File: config.mk
export PLATFORM = sky130hd
export DESIGN_NAME = horizontal_tf_packer
export DESIGN_NICKNAME = d
export VERILOG_FILES = /design/src/rtl/horizontal_tf_packer_pkg.sv /design/src/rtl/horizontal_tf_packer.sv
export SDC_FILE = /design/constraint.sdc
export NUM_CORES = 1
export LEC_CHECK = 0
export BUFFER_PORTS_ARGS = -buffer_cell sky130_fd_sc_hd__buf_2
export CAP_MARGIN = 40
export CORE_ASPECT_RATIO = 0.7
export CORE_MARGIN = 2
export CORE_UTILIZATION = 30
export DETAILED_ROUTE_END_ITERATION = 6
export SLEW_MARGIN = 10
export SYNTH_ARGS = -nofsm -noshare
export SYNTH_HDL_FRONTEND = slang
export SYNTH_SLANG_ARGS = --single-unit
File: constraint.sdc
create_clock -name clk -period 1.7 [get_ports clk]
set_input_delay 0.34 -clock clk [delete_from_list [all_inputs] [get_ports clk]]
set_output_delay 0.34 -clock clk [all_outputs]
set_load 0.02 [all_outputs]
File: src/rtl/horizontal_tf_packer_pkg.sv
// Shared constants and types for the horizontal twiddle-factor ROM banks.
// The packer (write side) and the unpacker (read side) use the same values:
//   TF_P_WIDTH  / SEG1 : width of one twiddle word
//   TF_SD_WIDTH / SEG2 : width of one packed bank word (two twiddles)
//   NUM_BANKS          : bank0 holds tf1, banks 1..7 hold {tf(2k), tf(2k+1)}
//   TF_PER_ROW         : twiddles per table row (tf1..tf15)
package horizontal_tf_packer_pkg;

    localparam int SEG1        = 64;
    localparam int SEG2        = 128;
    localparam int TF_P_WIDTH  = SEG1;
    localparam int TF_SD_WIDTH = SEG2;
    localparam int NUM_BANKS   = 8;
    localparam int TF_PER_ROW  = 15;
    localparam int SLOT_W      = 4;

    typedef enum logic {
        IDLE = 1'b0,
        LOAD = 1'b1
    } tf_state_t;

endpackage

File: src/rtl/horizontal_tf_packer.sv
// horizontal_tf_packer
// Packs a stream of twiddle words (tf1..tf15 per row, rows ascending) into
// the 8-bank horizontal ROM layout and issues one-hot bank writes.
// Ports:
//   clk          in   clock, rising edge
//   rst          in   synchronous reset, active-high
//   start        in   pulse to begin a run of DEPTH rows (honoured in IDLE only)
//   tf_in        in   twiddle beat
//   tf_in_valid  in   tf_in holds a valid beat
//   tf_in_ready  out  high while loading; beat accepted on valid && ready
//   wr_addr      out  row address shared by all banks
//   wr_data      out  bank write data (bank0 zero-extended)
//   wr_en        out  one-hot bank write strobe
//   busy         out  run in progress
//   done         out  pulse coincident with the final write of the run
module horizontal_tf_packer
    import horizontal_tf_packer_pkg::*;
#(
    parameter int P_WIDTH    = TF_P_WIDTH,
    parameter int SD_WIDTH   = TF_SD_WIDTH,
    parameter int ADDR_WIDTH = 10,
    parameter int DEPTH      = 1024
) (
    input  logic                  clk,
    input  logic                  rst,
    input  logic                  start,
    input  logic [P_WIDTH-1:0]    tf_in,
    input  logic                  tf_in_valid,
    output logic                  tf_in_ready,
    output logic [ADDR_WIDTH-1:0] wr_addr,
    output logic [SD_WIDTH-1:0]   wr_data,
    output logic [NUM_BANKS-1:0]  wr_en,
    output logic                  busy,
    output logic                  done
);

    generate
        if (SD_WIDTH != 2 * P_WIDTH) begin : g_bad_sd_width
            $error("horizontal_tf_packer: SD_WIDTH must equal 2*P_WIDTH");
        end
        if ((DEPTH < 1) || (DEPTH > (1 << ADDR_WIDTH))) begin : g_bad_depth
            $error("horizontal_tf_packer: DEPTH must be 1..2**ADDR_WIDTH");
        end
    endgenerate

    localparam logic [ADDR_WIDTH-1:0] LAST_ROW  = ADDR_WIDTH'(DEPTH - 1);
    localparam logic [SLOT_W-1:0]     LAST_SLOT = SLOT_W'(TF_PER_ROW - 1);

    tf_state_t              r_state;
    tf_state_t              w_state_nxt;
    logic [SLOT_W-1:0]      r_slot;
    logic [ADDR_WIDTH-1:0]  r_row;
    logic [P_WIDTH-1:0]     r_hold;
    logic [NUM_BANKS-1:0]   r_wr_en;
    logic [ADDR_WIDTH-1:0]  r_wr_addr;
    logic [SD_WIDTH-1:0]    r_wr_data;
    logic                   r_done;

    logic                   w_accept;
    logic                   w_slot_last;
    logic                   w_row_last;
    logic                   w_run_last;
    logic [NUM_BANKS-1:0]   w_bank_sel;
    logic [SD_WIDTH-1:0]    w_pack;

    assign tf_in_ready = (r_state == LOAD);
    assign busy        = (r_state == LOAD);
    assign w_accept    = tf_in_valid && (r_state == LOAD);
    assign w_slot_last = (r_slot == LAST_SLOT);
    assign w_row_last  = (r_row == LAST_ROW);
    assign w_run_last  = w_accept && w_slot_last && w_row_last;

    // Slot 0 is bank0; each even slot 2k closes the pair for bank k.
    assign w_bank_sel  = NUM_BANKS'(1) << r_slot[SLOT_W-1:1];
    // bank0 word is zero-extended; paired banks carry the even tf on top.
    assign w_pack      = (r_slot == '0) ? {{P_WIDTH{1'b0}}, tf_in} : {r_hold, tf_in};

    always_comb begin
        w_state_nxt = r_state;
        case (r_state)
            IDLE:    if (start)      w_state_nxt = LOAD;
            LOAD:    if (w_run_last) w_state_nxt = IDLE;
            default:                 w_state_nxt = IDLE;
        endcase
    end

    always_ff @(posedge clk) begin
        if (rst) begin
            r_state <= IDLE;
        end else begin
            r_state <= w_state_nxt;
        end
    end

    always_ff @(posedge clk) begin
        if (rst) begin
            r_slot    <= '0;
            r_row     <= '0;
            r_hold    <= '0;
            r_wr_en   <= '0;
            r_wr_addr <= '0;
            r_wr_data <= '0;
            r_done    <= 1'b0;
        end else begin
            r_wr_en <= '0;
            r_done  <= w_run_last;
            if (w_accept) begin
                if (w_slot_last) begin
                    r_slot <= '0;
                    // Counters return to zero at run end so the next run starts clean.
                    r_row  <= w_row_last ? '0 : r_row + ADDR_WIDTH'(1);
                end else begin
                    r_slot <= r_slot + SLOT_W'(1);
                end
                if (r_slot[0]) begin
                    r_hold <= tf_in;
                end else begin
                    r_wr_en   <= w_bank_sel;
                    r_wr_addr <= r_row;
                    r_wr_data <= w_pack;
                end
            end
        end
    end

    assign wr_en   = r_wr_en;
    assign wr_addr = r_wr_addr;
    assign wr_data = r_wr_data;
    assign done    = r_done;

endmodule

==> results.json <==
{
  "status": "finished clean",
  "final_common_cell": "nand2_1",
  "setup_viol": 0,
  "ir_drop_v": 0.0005734,
  "p_per_area_nw_per_um2": 1060,
  "max_stage_delay_ps": 410,
  "tns_ps": 0,
  "grt_start_max_net_pins": 80,
  "die_w_um": 196.6,
  "avgViaCountPerCell": 4.702,
  "postCtsSetupBuffers": 0,
  "fmax_mhz": 644.0,
  "synth_top_flop_cell": "dfxtp_1",
  "cp.required_ps": 1360,
  "min_period_ps": 1553,
  "synth_cell_type_count": 29,
  "rsz0062_at_grt": "false",
  "hp-class": "input port to flop",
  "postRouteAntennaNets": 0,
  "clk_pin_slew_ps": 60,
  "dpl.hpwl_um": 13810,
  "cp_data_arrival_time_ps": 1210,
  "antenna_found_initial": 2,
  "root_buffer": "clkbuf_16",
  "crit_slowest_cell": "dfxtp_2",
  "wl_per_cell_um": 14.31,
  "cts_hold_buf": 0,
  "drv_slew": 0,
  "dieHeight_um": 138.8,
  "clock_path_buffers": 3,
  "endpoint_kind": "output port",
  "power.share.switching": 0.2312,
  "yosys_register_bits": 226,
  "synthDominantCellAreaShare": 0.5809,
  "slew_headroom": 0.7371,
  "core_um2": 25630,
  "synth.avg_cell_area_um2": 8.420,
  "synthCells": 925,
  "cts_tree": "built",
  "crit_fanout": 7,
  "power_frac_seq": 0.513,
  "first_pass_iters": 5,
  "cts_htree_levels": 1,
  "finalHoldViolations": 0,
  "drv_cap": 0,
  "start_kind": "flop",
  "seq_area_frac_synth": 0.5809,
  "syn_to_final_growth_pct": 28.08,
  "period_share": 0.9134,
  "cts.sinks": 226,
  "synthesis.area_um2": 7789,
  "path_class": "flop to output port",
  "drt_iter0_markers": 339,
  "p_switching_w": 0.002446,
  "synth_nets": 994,
  "placed_cell_area_um2": 9309,
  "ys_warn_count": 0,
  "async_flop_share": 0,
  "pin_count": 217,
  "leakage_nw": 4.044,
  "vias": 6888,
  "start_util": 0.3039,
  "synth_top_cell_by_area": "dfxtp_1",
  "finalClockSkew_ps": 7.390,
  "pwr-share-clk": 0.427,
  "overflow": 0,
  "crit_buf_inv": 2,
  "clk_latency_ps": 490,
  "fp.dieArea_um2": 27290,
  "combPwrFrac": 0.060,
  "drc": 0,
  "critPathTopFamily": "flip-flops",
  "grt_pass1_wl_um": 33910,
  "path_cells": "buf_4 > buf_2",
  "wl_um": 20960,
  "globalplace.congestion": 0.7808,
  "layout_common_cells": "nand2_1 (283), dfxtp_1 (225), buf_2 (215), a21oi_1 (143), nor2_1 (89)",
  "port_buffers": 216,
  "synth_edf_count": 0,
  "fin_nets": 1186,
  "grt_pass1_vias": 6493,
  "drive_gt1_frac": 0.2465,
  "rows": 49,
  "gr-usage-all-layers": 0.1492,
  "cts_buffers": 23,
  "synth.area.top_cells": "dfxtp_1 (58%), nand2_1 (14%), a21oi_1 (9.2%)",
  "stdcell_area_um2": 9976,
  "intPower_w": 0.008133,
  "tightest_slew_ps": 394.4
}
[power groups by stage]
stage          Clock [W]  Combinational [W]  Sequential (W)
2_1_floorplan          0           0.000272         0.00562
3_3_place_gp           0           0.000636         0.00554
3_5_place_dp           0           0.000641         0.00554
4_1_cts          0.00466           0.000643         0.00542
5_1_grt          0.00491           0.000698         0.00543
6_report         0.00452           0.000634         0.00542
[stage by stage]
| step | power (W) | setup slack [ps] | cells | utilization | hold WS (ps) |
|---|---|---|---|---|---|
| detailed placement | 0.006182 | 179.5 | 1423 | 0.3632 | 443.3 |
| finish | 0.01058 | 147.2 | 1465 | 0.3893 | 56.13 |
| floorplan | 0.005888 | 163.9 | 925 | - | 436.0 |
| global route | 0.01103 | 56.88 | 1464 | 0.3892 | 67.83 |
| global placement | 0.006173 | 217.9 | 1423 | 0.3632 | 438.2 |
| CTS | 0.01073 | 106.1 | 1463 | 0.3891 | 32.55 |
[worst min-delay path: stages]
cell    delay, ps
buf_2          80
nor2_1         30
nor2_1         60
[timing repair]
item / 4_1_cts / 5_1_grt
endpoints found under the setup margin: 2 / 0
gates resized for setup: 1 / 0
endpoints found under the hold margin: 0 / 0
[routing by layer]
| layer | share of wire | vias up | track usage |
|---|---|---|---|
| met5 | 0 | - | 0 |
| met1 | 0.49 | 3230 | 0.2099 |
| met4 | 0.014 | 0 | 0.02928 |
| li1 | - | 3447 | - |
| met2 | 0.43 | 184 | 0.2305 |
| met3 | 0.063 | 27 | 0.04061 |
[cell type report]
| type | count | area, um2 |
|---|---|---|
| Tap cell | 331 | 414.1 |
| Inverter | 3 | 11.26 |
| Timing Repair Buffer | 239 | 1398 |
| Antenna cell | 2 | 5.005 |
| Multi-Input combinational cell | 624 | 2962 |
| Clock buffer | 33 | 623.1 |
| Fill cell | 2633 | 15650 |
| Sequential cell | 226 | 4526 |
| Clock inverter | 7 | 37.54 |
[flip-flops by register name, summed over array words and instances, names as in the netlist]
| signal | count |
|---|---|
| wr_en | 8 |
| busy | 1 |
| wr_addr | 10 |
| done | 1 |
| r_slot | 4 |
| wr_data | 128 |
| r_hold | 64 |
| r_row | 10 |
[Yosys cell counts (2+ instances only)]
| master | count |
|---|---|
| dfxtp_1 | 226 |
| buf_4 | 2 |
| nand2b_1 | 3 |
| a22oi_1 | 64 |
| xnor2_1 | 9 |
| nand3_1 | 5 |
| nand4b_1 | 2 |
| nor4_4 | 2 |
| nand2_1 | 283 |
| clkbuf_1 | 41 |
| nor2_1 | 90 |
| o21ai_0 | 2 |
| inv_1 | 3 |
| buf_2 | 29 |
| a21oi_1 | 143 |
| nor3_1 | 7 |
| nand4_1 | 2 |
[worst paths after layout]
check	endpoint	depth (start not counted)	slack [ps]	startpoint
worst min register to register	wr_data[39]$_SDFFE_PP0P_	2	450	wr_data[39]$_SDFFE_PP0P_
worst min-delay path	busy$_SDFF_PP0_	3	60	start
worst max register to register	r_row[7]$_SDFFE_PP0N_	5	190	r_row[1]$_SDFFE_PP0N_
worst max-delay path	busy	2	150	busy$_SDFF_PP0_
[kinds of logic after synthesis]
group	synth area share
AOI/OAI and AO/OA	0.1574
buffers and inverters	0.04177
and+or+nand+nor	0.2082
xor gates and xnor gates	0.01012
DFF	0.5809
adders and majority gates	0.001606
(Power assumes the default switching activity.)
